**config.mk**
```make
export PLATFORM = sky130hd
export DESIGN_NAME = hp_div_flat
export DESIGN_NICKNAME = d
export VERILOG_FILES = /design/src/rtl/hp_pkg.sv /design/src/rtl/hp_div_if.sv /design/src/rtl/hp_class.sv /design/src/rtl/hp_lzc11.sv /design/src/rtl/hp_div.sv /design/src/flat_wrapper.sv
export SDC_FILE = /design/constraint.sdc
export NUM_CORES = 1
export LEC_CHECK = 0
export ABC_AREA = 1
export BUFFER_PORTS_ARGS = -buffer_cell sky130_fd_sc_hd__clkbuf_2
export CAP_MARGIN = 20
export CORE_UTILIZATION = 35
export CTS_BUF_LIST = sky130_fd_sc_hd__clkbuf_16
export DETAILED_ROUTE_END_ITERATION = 10
export PLACE_DENSITY = 0.6
export SYNTH_ARGS = -nofsm -noshare
export SYNTH_HDL_FRONTEND = slang
export SYNTH_HIERARCHICAL = 1
export SYNTH_SLANG_ARGS = --single-unit
```
**constraint.sdc**
```tcl
create_clock -name i_clk -period 3.8 [get_ports i_clk]
set_input_delay 0.19 -clock i_clk [delete_from_list [all_inputs] [get_ports i_clk]]
set_output_delay 0.19 -clock i_clk [all_outputs]
set_load 0.005 [all_outputs]
```
**src/rtl/hp_pkg.sv**
```systemverilog
// Shared binary16 definitions: field widths, canonical encodings, class flags,
// the divider state enum and its debug view.
package hp_pkg;

  localparam int EXP_W    = 5;
  localparam int FRAC_W   = 10;
  localparam int SIG_W    = 11;
  localparam int BIAS     = 15;
  localparam int EMIN     = -14;
  localparam int EMIN_SUB = -24;
  localparam int EMAX     = 15;

  localparam logic [15:0] POS_INF  = 16'h7C00;
  localparam logic [15:0] NEG_INF  = 16'hFC00;
  localparam logic [15:0] POS_ZERO = 16'h0000;
  localparam logic [15:0] NEG_ZERO = 16'h8000;

  typedef struct packed {
    logic snan;
    logic qnan;
    logic infinity;
    logic zero;
    logic subnormal;
    logic normal;
  } hp_cls_t;

  localparam hp_cls_t CLS_NONE = 6'b000000;
  localparam hp_cls_t CLS_SNAN = 6'b100000;
  localparam hp_cls_t CLS_QNAN = 6'b010000;
  localparam hp_cls_t CLS_INF  = 6'b001000;
  localparam hp_cls_t CLS_ZERO = 6'b000100;
  localparam hp_cls_t CLS_SUB  = 6'b000010;
  localparam hp_cls_t CLS_NORM = 6'b000001;

  typedef enum logic [2:0] {
    IDLE  = 3'd0,
    CLASS = 3'd1,
    NORM  = 3'd2,
    DIV   = 3'd3,
    PACK  = 3'd4,
    DONE  = 3'd5
  } hp_state_t;

  typedef struct packed {
    hp_state_t state;
    logic      inexact;
  } hp_dbg_t;

  function automatic logic [15:0] hp_gen_qnan(input logic sign, input logic [8:0] payload);
    return {sign, 5'h1F, 1'b1, payload};
  endfunction

endpackage

```
**src/rtl/hp_div_if.sv**
```systemverilog
// Operand/result bundle of the half-precision divider, with a debug view of
// the FSM state.
interface hp_div_if;
  import hp_pkg::*;

  // i_start is a request sampled only while o_busy=0 and not in the o_done
  // cycle; o_done pulses for one cycle and o_q/flags hold until the next pulse.
  logic        i_start;
  logic [15:0] i_a;
  logic [15:0] i_b;
  logic        o_busy;
  logic        o_done;
  logic [15:0] o_q;
  logic        o_snan;
  logic        o_qnan;
  logic        o_infinity;
  logic        o_zero;
  logic        o_subnormal;
  logic        o_normal;
  hp_dbg_t     o_dbg;

  modport slave (
    input  i_start, i_a, i_b,
    output o_busy, o_done, o_q, o_snan, o_qnan, o_infinity, o_zero,
           o_subnormal, o_normal, o_dbg
  );

  modport master (
    output i_start, i_a, i_b,
    input  o_busy, o_done, o_q, o_snan, o_qnan, o_infinity, o_zero,
           o_subnormal, o_normal, o_dbg
  );
endinterface

```
**src/rtl/hp_class.sv**
```systemverilog
// Binary16 operand classifier: exactly one of the six class flags is set.
module hp_class
  import hp_pkg::*;
(
  input  logic [15:0] i_x,
  output hp_cls_t     o_cls
);
  logic [4:0] w_exp;
  logic [9:0] w_frac;

  assign w_exp  = i_x[14:10];
  assign w_frac = i_x[9:0];

  always_comb begin
    o_cls = CLS_NONE;
    if (w_exp == 5'h1F) begin
      if (w_frac == 10'h000)  o_cls = CLS_INF;
      else if (w_frac[9])     o_cls = CLS_QNAN;
      else                    o_cls = CLS_SNAN;
    end else if (w_exp == 5'h00) begin
      if (w_frac == 10'h000)  o_cls = CLS_ZERO;
      else                    o_cls = CLS_SUB;
    end else begin
      o_cls = CLS_NORM;
    end
  end
endmodule

```
**src/rtl/hp_lzc11.sv**
```systemverilog
// 11-bit leading-zero counter; an all-zero input reports 11.
module hp_lzc11 (
  input  logic [10:0] i_x,
  output logic [3:0]  o_cnt
);
  always_comb begin
    o_cnt = 4'd11;
    // Scanning upward lets the highest set bit have the final say.
    for (int i = 0; i <= 10; i++) begin
      if (i_x[i]) o_cnt = 4'(10 - i);
    end
  end
endmodule

```
**src/rtl/hp_div.sv**
```systemverilog
// Iterative binary16 divider q = a / b, one quotient bit per clock.
// Define HP_DIV_RNE_EN for round-to-nearest-even on normal results; default truncates.
module hp_div
  import hp_pkg::*;
#(
  parameter logic [8:0] QNAN_PAYLOAD = 9'h2A
) (
  input  logic    i_clk,
  input  logic    i_rst,
  hp_div_if.slave bus
);
  localparam logic signed [6:0] L_BIAS     = 7'(BIAS);
  localparam logic signed [6:0] L_EMIN     = 7'(EMIN);
  localparam logic signed [6:0] L_EMIN_SUB = 7'(EMIN_SUB);
  localparam logic signed [6:0] L_EMAX     = 7'(EMAX);

  hp_state_t         r_state;
  logic [15:0]       r_a, r_b;
  logic              r_sign, r_special, r_busy, r_done, r_inexact;
  logic [15:0]       r_res_q, r_q;
  hp_cls_t           r_res_cls, r_cls;
  logic signed [6:0] r_e;
  logic [11:0]       r_rem;
  logic [10:0]       r_div;
  logic [12:0]       r_quo;
  logic [3:0]        r_cnt;

  hp_cls_t w_cls_a, w_cls_b;
  hp_class u_cls_a (.i_x(r_a), .o_cls(w_cls_a));
  hp_class u_cls_b (.i_x(r_b), .o_cls(w_cls_b));

  logic w_sign;
  assign w_sign = r_a[15] ^ r_b[15];

  // Normalisation: subnormals get their leading one moved to bit 10.
  logic [10:0]       w_sig_a, w_sig_b, w_sig_an, w_sig_bn;
  logic [3:0]        w_lzc_a, w_lzc_b;
  logic signed [6:0] w_exp_a, w_exp_b;

  assign w_sig_a = {w_cls_a.normal, r_a[9:0]};
  assign w_sig_b = {w_cls_b.normal, r_b[9:0]};

  hp_lzc11 u_lzc_a (.i_x(w_sig_a), .o_cnt(w_lzc_a));
  hp_lzc11 u_lzc_b (.i_x(w_sig_b), .o_cnt(w_lzc_b));

  assign w_sig_an = 11'(w_sig_a << w_lzc_a);
  assign w_sig_bn = 11'(w_sig_b << w_lzc_b);
  assign w_exp_a  = (w_cls_a.subnormal ? L_EMIN : ($signed({2'b00, r_a[14:10]}) - L_BIAS))
                    - $signed({3'b000, w_lzc_a});
  assign w_exp_b  = (w_cls_b.subnormal ? L_EMIN : ($signed({2'b00, r_b[14:10]}) - L_BIAS))
                    - $signed({3'b000, w_lzc_b});

  logic        w_spec;
  logic [15:0] w_spec_q;
  hp_cls_t     w_spec_cls;

  always_comb begin
    w_spec     = 1'b1;
    w_spec_q   = r_a;
    w_spec_cls = CLS_SNAN;
    if (w_cls_a.snan) begin
      w_spec_q = r_a;
    end else if (w_cls_b.snan) begin
      w_spec_q = r_b;
    end else if (w_cls_a.qnan) begin
      w_spec_q   = r_a;
      w_spec_cls = CLS_QNAN;
    end else if (w_cls_b.qnan) begin
      w_spec_q   = r_b;
      w_spec_cls = CLS_QNAN;
    end else if ((w_cls_a.infinity && w_cls_b.infinity) || (w_cls_a.zero && w_cls_b.zero)) begin
      w_spec_q   = hp_gen_qnan(w_sign, QNAN_PAYLOAD);
      w_spec_cls = CLS_QNAN;
    end else if (w_cls_a.infinity || w_cls_b.zero) begin
      w_spec_q   = w_sign ? NEG_INF : POS_INF;
      w_spec_cls = CLS_INF;
    end else if (w_cls_b.infinity || w_cls_a.zero) begin
      w_spec_q   = w_sign ? NEG_ZERO : POS_ZERO;
      w_spec_cls = CLS_ZERO;
    end else begin
      w_spec     = 1'b0;
      w_spec_q   = 16'h0000;
      w_spec_cls = CLS_NONE;
    end
  end

  // Restoring division step.
  logic        w_ge;
  logic [11:0] w_diff, w_rem_nx;
  assign w_ge     = r_rem >= {1'b0, r_div};
  assign w_diff   = r_rem - {1'b0, r_div};
  assign w_rem_nx = w_ge ? w_diff : r_rem;

  logic              w_int, w_guard, w_sticky, w_inexact;
  logic [10:0]       w_sig;
  logic signed [6:0] w_ep, w_sh, w_e_r;
  logic [9:0]        w_frac_r;

  assign w_int     = r_quo[12];
  assign w_sig     = w_int ? r_quo[12:2] : r_quo[11:1];
  assign w_guard   = w_int ? r_quo[1] : r_quo[0];
  assign w_sticky  = |r_rem;
  assign w_inexact = w_guard | w_sticky;
  assign w_ep      = w_int ? r_e : r_e - 7'sd1;
  assign w_sh      = L_EMIN - w_ep;

`ifdef HP_DIV_RNE_EN
  logic        w_up;
  logic [11:0] w_sig_r;
  assign w_up     = w_guard & (w_sticky | w_sig[0]);
  assign w_sig_r  = {1'b0, w_sig} + {11'b0, w_up};
  // A carry out of the significand renormalises to 1.0 in the next binade.
  assign w_e_r    = w_sig_r[11] ? w_ep + 7'sd1 : w_ep;
  assign w_frac_r = w_sig_r[11] ? 10'h000 : 10'(w_sig_r);
`else
  assign w_e_r    = w_ep;
  assign w_frac_r = 10'(w_sig);
`endif

  logic [15:0] w_pack_q;
  hp_cls_t     w_pack_cls;

  always_comb begin
    w_pack_q   = {r_sign, 15'h0000};
    w_pack_cls = CLS_ZERO;
    if (w_ep < L_EMIN_SUB) begin
      w_pack_q   = {r_sign, 15'h0000};
      w_pack_cls = CLS_ZERO;
    end else if (w_ep < L_EMIN) begin
      w_pack_q   = {r_sign, 5'h00, 10'(w_sig >> w_sh)};
      w_pack_cls = CLS_SUB;
    end else if (w_e_r > L_EMAX) begin
      w_pack_q   = r_sign ? NEG_INF : POS_INF;
      w_pack_cls = CLS_INF;
    end else begin
      w_pack_q   = {r_sign, 5'(w_e_r + L_BIAS), w_frac_r};
      w_pack_cls = CLS_NORM;
    end
  end

  always_ff @(posedge i_clk) begin
    if (i_rst) begin
      r_state   <= IDLE;
      r_a       <= '0;
      r_b       <= '0;
      r_sign    <= 1'b0;
      r_special <= 1'b0;
      r_busy    <= 1'b0;
      r_done    <= 1'b0;
      r_inexact <= 1'b0;
      r_res_q   <= '0;
      r_res_cls <= CLS_NONE;
      r_q       <= '0;
      r_cls     <= CLS_NONE;
      r_e       <= '0;
      r_rem     <= '0;
      r_div     <= '0;
      r_quo     <= '0;
      r_cnt     <= '0;
    end else begin
      r_done <= 1'b0;
      case (r_state)
        IDLE: begin
          if (bus.i_start) begin
            r_a     <= bus.i_a;
            r_b     <= bus.i_b;
            r_busy  <= 1'b1;
            r_state <= CLASS;
          end
        end
        CLASS: begin
          // Specials skip the datapath but still publish through PACK.
          r_sign    <= w_sign;
          r_special <= w_spec;
          r_res_q   <= w_spec_q;
          r_res_cls <= w_spec_cls;
          r_state   <= w_spec ? PACK : NORM;
        end
        NORM: begin
          r_e     <= w_exp_a - w_exp_b;
          r_rem   <= {1'b0, w_sig_an};
          r_div   <= w_sig_bn;
          r_quo   <= '0;
          r_cnt   <= 4'd12;
          r_state <= DIV;
        end
        DIV: begin
          r_rem <= 12'(w_rem_nx << 1);
          r_quo <= {r_quo[11:0], w_ge};
          if (r_cnt == 4'd0) r_state <= PACK;
          else               r_cnt   <= r_cnt - 4'd1;
        end
        PACK: begin
          r_q       <= r_special ? r_res_q   : w_pack_q;
          r_cls     <= r_special ? r_res_cls : w_pack_cls;
          r_inexact <= ~r_special & w_inexact;
          r_done    <= 1'b1;
          r_busy    <= 1'b0;
          r_state   <= DONE;
        end
        DONE: begin
          r_state <= IDLE;
        end
        default: begin
          r_state <= IDLE;
          r_busy  <= 1'b0;
        end
      endcase
    end
  end

  assign bus.o_busy      = r_busy;
  assign bus.o_done      = r_done;
  assign bus.o_q         = r_q;
  assign bus.o_snan      = r_cls.snan;
  assign bus.o_qnan      = r_cls.qnan;
  assign bus.o_infinity  = r_cls.infinity;
  assign bus.o_zero      = r_cls.zero;
  assign bus.o_subnormal = r_cls.subnormal;
  assign bus.o_normal    = r_cls.normal;
  assign bus.o_dbg       = '{state: r_state, inexact: r_inexact};

endmodule

```
**src/flat_wrapper.sv**
```systemverilog
// flat-port wrapper written by rule: the top's interface ports become plain ports
module hp_div_flat import hp_pkg::*;
#(
  parameter logic [8:0] QNAN_PAYLOAD = 9'h2A
)
  (i_clk, i_rst, bus_i_start, bus_i_a, bus_i_b, bus_o_busy, bus_o_done, bus_o_q, bus_o_snan, bus_o_qnan, bus_o_infinity, bus_o_zero, bus_o_subnormal, bus_o_normal, bus_o_dbg);
  hp_div_if bus_i ();
  input  logic i_clk;
  input  logic i_rst;
  input wire logic [$bits(bus_i.i_start)-1:0] bus_i_start;
  input wire logic [$bits(bus_i.i_a)-1:0] bus_i_a;
  input wire logic [$bits(bus_i.i_b)-1:0] bus_i_b;
  output wire logic [$bits(bus_i.o_busy)-1:0] bus_o_busy;
  output wire logic [$bits(bus_i.o_done)-1:0] bus_o_done;
  output wire logic [$bits(bus_i.o_q)-1:0] bus_o_q;
  output wire logic [$bits(bus_i.o_snan)-1:0] bus_o_snan;
  output wire logic [$bits(bus_i.o_qnan)-1:0] bus_o_qnan;
  output wire logic [$bits(bus_i.o_infinity)-1:0] bus_o_infinity;
  output wire logic [$bits(bus_i.o_zero)-1:0] bus_o_zero;
  output wire logic [$bits(bus_i.o_subnormal)-1:0] bus_o_subnormal;
  output wire logic [$bits(bus_i.o_normal)-1:0] bus_o_normal;
  output wire logic [$bits(bus_i.o_dbg)-1:0] bus_o_dbg;
  assign bus_i.i_start = bus_i_start;
  assign bus_i.i_a = bus_i_a;
  assign bus_i.i_b = bus_i_b;
  assign bus_o_busy = bus_i.o_busy;
  assign bus_o_done = bus_i.o_done;
  assign bus_o_q = bus_i.o_q;
  assign bus_o_snan = bus_i.o_snan;
  assign bus_o_qnan = bus_i.o_qnan;
  assign bus_o_infinity = bus_i.o_infinity;
  assign bus_o_zero = bus_i.o_zero;
  assign bus_o_subnormal = bus_i.o_subnormal;
  assign bus_o_normal = bus_i.o_normal;
  assign bus_o_dbg = bus_i.o_dbg;
  hp_div #(.QNAN_PAYLOAD(QNAN_PAYLOAD)) u_core (.i_clk(i_clk), .i_rst(i_rst), .bus(bus_i));
endmodule
```
==> run_results.csv <==
group,metric,value,unit
layout,post-route-util,41.6,%
critical_path,crit_fanout,5,
critical_path,worst_setup_path_end_kind,"register",
sta,tns,0,ns
sta,finalMaxSlewViolations,0,
detailed_routing,ant_nets,0,
layout,nets,1462,
floorplan,rows,57,
clock_tree,cts_hold_buf,0,
grt,grt_use_total,20.9,%
yosys,dominantRegCellSynth,"dfxtp_1",
clock_tree,h-tree-depth,4,
detailed_routing,totalWireLength,26100,µm
critical_path,crit_path_start_kind,"register",
clock_tree,cts_sinks,129,
clock_tree,clk_pin_slew_worst_paths,0.06,ns
floorplan,die_y,159,µm
yosys,synthArstFlopShare,0,%
yosys,yosys-top-cells-area,"dfxtp_1 30%, nand2_1 11%, a21oi_1 8.6%",
layout,diodes,0,
sta,finalHoldViolCount,0,
grt,overflow,0,
detailed_routing,first_iter_violations,650,
critical_path,critPathKind,"reg -> reg",
yosys,ys_warn_count,6,
clock_tree,cts_tree,"done",
yosys,synthesis.area,8630,µm²
yosys,ys_seq_elements,129,
layout,syn2layout_area_growth,16.8,%
sta,finalWorstSetupSlack,0.162,ns
sta,post-route-period-util,95.7,%
grt,grt_pass1_vias,8261,
yosys,synth_edf_count,0,
power_and_ir_drop,p_total,7190,µW
critical_path,worst_ep_arrival_time,3.95,ns
run_status,status,"finished, final reports clean",
power_and_ir_drop,p_per_area,713,nW/µm²
power_and_ir_drop,max-vdd-ir-drop,364,µV
sta,min_period,3.64,ns
yosys,synth_top_area_share,29.9,%
sta,hold_slack,0.0446,ns
floorplan,die_w,159,µm
detailed_routing,viasPerCell,5.15,
clock_tree,clock-root-buffer,"clkbuf_16",
sta,finClkSkew,0.00968,ns
power_and_ir_drop,switching_power,3340,µW
detailed_routing,wl_per_cell,15.1,µm
layout,nFillCells,2613,
detailed_routing,drc,0,
placed_design,port-buffer-count,62,
yosys,synth_fp_nets,1396,
floorplan,start_util,35.6,%
clock_tree,cts_buffer_depth,2,
yosys,yosysMostFrequentCell,"nand2_1",
power_and_ir_drop,leakage,0.00441,µW
critical_path,critPathRequiredTime,4.12,ns
flow_run,drv_cap,0,
power_and_ir_drop,switching_share,46.5,%
power_and_ir_drop,intPower,3850,µW
floorplan,core-area,24200,µm²
floorplan,die_area,25300,µm²
power_and_ir_drop,seq_power_share,23.4,%
placed_design,hpwl,20000,µm
sta,relSlewSlack,48.3,%
grt,grt_max_degree,57,
clock_tree,insertion_delay,0.43,ns
yosys,syn_inst,1322,
sta,worst_slew_pin_slew,0.774,ns
yosys,synth.avg_cell_area,6.53,µm²
layout,layout-drive-gt1-share,14.6,%
yosys,yosysUniqueCellTypes,54,
sta,finalSetupViolCount,0,
detailed_routing,dr.pass1.iters,6,
grt,grt_pass1_wl,42800,µm
yosys,ys_seq_area_share,29.9,%
placed_design,place_ws,-0.103,ns
detailed_routing,num_vias,8892,
grt,antenna_found_initial,0,
power_and_ir_drop,power_frac_comb,54.7,%
power_and_ir_drop,clkPwrFrac,21.9,%
yosys,yosys.area.top_type,"dfxtp_1",
sta,clock.fmax,0.275,GHz
hold_path,hp-class,"in -> reg",
clock_tree,cts_made_buffers,17,
yosys,ys_top_cells_by_count,"261 x nand2_1, 170 x inv_1, 149 x a21oi_1, 149 x o21ai_0, 129 x dfxtp_1",
floorplan,pin_count,63,
placed_design,place.gp.congestion,0.956,
==> layout by cell type (no fill, tap or decap), types with 6 or more instances in the layout <==
| cell type | count |
|---|---|
| a21oi_1 | 148 |
| a221oi_1 | 8 |
| a31oi_1 | 11 |
| buf_4 | 44 |
| clkbuf_16 | 17 |
| clkbuf_2 | 62 |
| clkinv_1 | 6 |
| dfxtp_1 | 125 |
| fa_1 | 8 |
| ha_1 | 29 |
| inv_1 | 168 |
| inv_2 | 11 |
| nand2_1 | 261 |
| nand2_2 | 7 |
| nand3_1 | 82 |
| nand3_2 | 6 |
| nand4_1 | 15 |
| nor2_1 | 103 |
| nor2_2 | 12 |
| nor3_1 | 11 |
| o211ai_1 | 9 |
| o21ai_0 | 146 |
| xor2_1 | 17 |
==> state kept, by name, summed over array words and instances (netlist names), 4 cells and up <==
signal / cells
u_core/r_res_cls: 4
u_core/bus.o_q: 16
u_core/r_cnt: 4
u_core/r_quo: 13
u_core/r_b: 16
u_core/r_rem: 12
u_core/r_a: 16
u_core/r_div: 11
u_core/r_res_q: 16
u_core/r_e: 7
==> kinds of logic (layout without fill, tap and decap cells) <==
kind of cell / Yosys count / count (layout) / share of synthesized area (%)
adders and majority gates: 39 / 39 / 6.44
AOI/OAI and AO/OA: 370 / 370 / 23.8
muxes: 3 / 3 / 0.348
buffers and inverters: 246 / 325 / 11.4
xor gates and xnor gates: 20 / 20 / 2.03
and+or+nand+nor: 515 / 515 / 26.2
DFF: 129 / 129 / 29.9
==> critical path, cell delays in order, from the launching register on <==
cell and delay (ns):
dfxtp_4 0.36, nor3_1 0.20, nand2_1 0.10, and2_4 0.17
nor2_2 0.09, nand2_1 0.10, a31oi_4 0.20, inv_4 0.06
fa_1 0.56, fa_1 0.46, ha_4 0.27, nand2_1 0.07
nor2_1 0.04, a211oi_2 0.25, nor2_1 0.07, o21ai_1 0.12
nand2_1 0.07, xor2_1 0.14, o21ai_0 0.13, inv_1 0.05
==> final timing paths <==
path | from | to | slack, ns | cells past startpoint
worst max-delay path | u_core/r_a[13]$_SDFFE_PP0P_ | u_core/r_e[5]$_SDFFE_PP0P_ | 0.16 | 19
worst max register to register | u_core/r_a[13]$_SDFFE_PP0P_ | u_core/r_e[5]$_SDFFE_PP0P_ | 0.16 | 19
worst min-delay path | bus_i_a[14] | u_core/r_a[14]$_SDFFE_PP0P_ | 0.04 | 3
worst min register to register | u_core/r_inexact$_SDFFE_PP0P_ | u_core/r_inexact$_SDFFE_PP0P_ | 0.47 | 2
==> per-stage QoR <==
step / instances / cell area [µm²]
final: 1725 / 10100
after global routing: 1725 / 10100
after CTS: 1724 / 10000
after detailed placement: 1692 / 9430
after global placement: 1692 / 9430
after floorplan: 1322 / 8640
==> power groups by stage <==
stage | clock network [µW] | logic (µW) | registers, µW
6_report | 1570 | 3930 | 1690
5_1_grt | 1660 | 4420 | 1710
4_1_cts | 1590 | 3780 | 1680
3_5_place_dp | 0 | 3710 | 1710
3_3_place_gp | 0 | 3670 | 1710
2_1_floorplan | 0 | 2790 | 1660
==> what timing repair did <==
item                                    in CTS  in global routing
endpoints found under the setup margin       2                  4
resized for setup                            3                 22
buffers inserted                             0                  1
pin swaps                                    0                  4
==> final cells by class <==
cell class / count / area, µm² / share of cell area (%)
Inverter: 187 / 737 / 7.31
Timing Repair Buffer: 106 / 641 / 6.35
Multi-Input combinational cell: 947 / 5150 / 51.1
Tap cell: 324 / 405 / 4.02
Sequential cell: 129 / 2590 / 25.7
Clock inverter: 15 / 133 / 1.32
Clock buffer: 17 / 425 / 4.22
==> metal layers <==
| layer | GRT usage (%) | share of wire [%] | up-vias |
|---|---|---|---|
| met5 | 0 | 0 | - |
| met4 | 7.21 | 2.5 | 0 |
| met3 | 2.92 | 3.9 | 41 |
| met2 | 34.6 | 46 | 232 |
| met1 | 27.6 | 47 | 4096 |
| li1 | - | - | 4523 |
No activity file was read; power rests on OpenSTA's default activity.
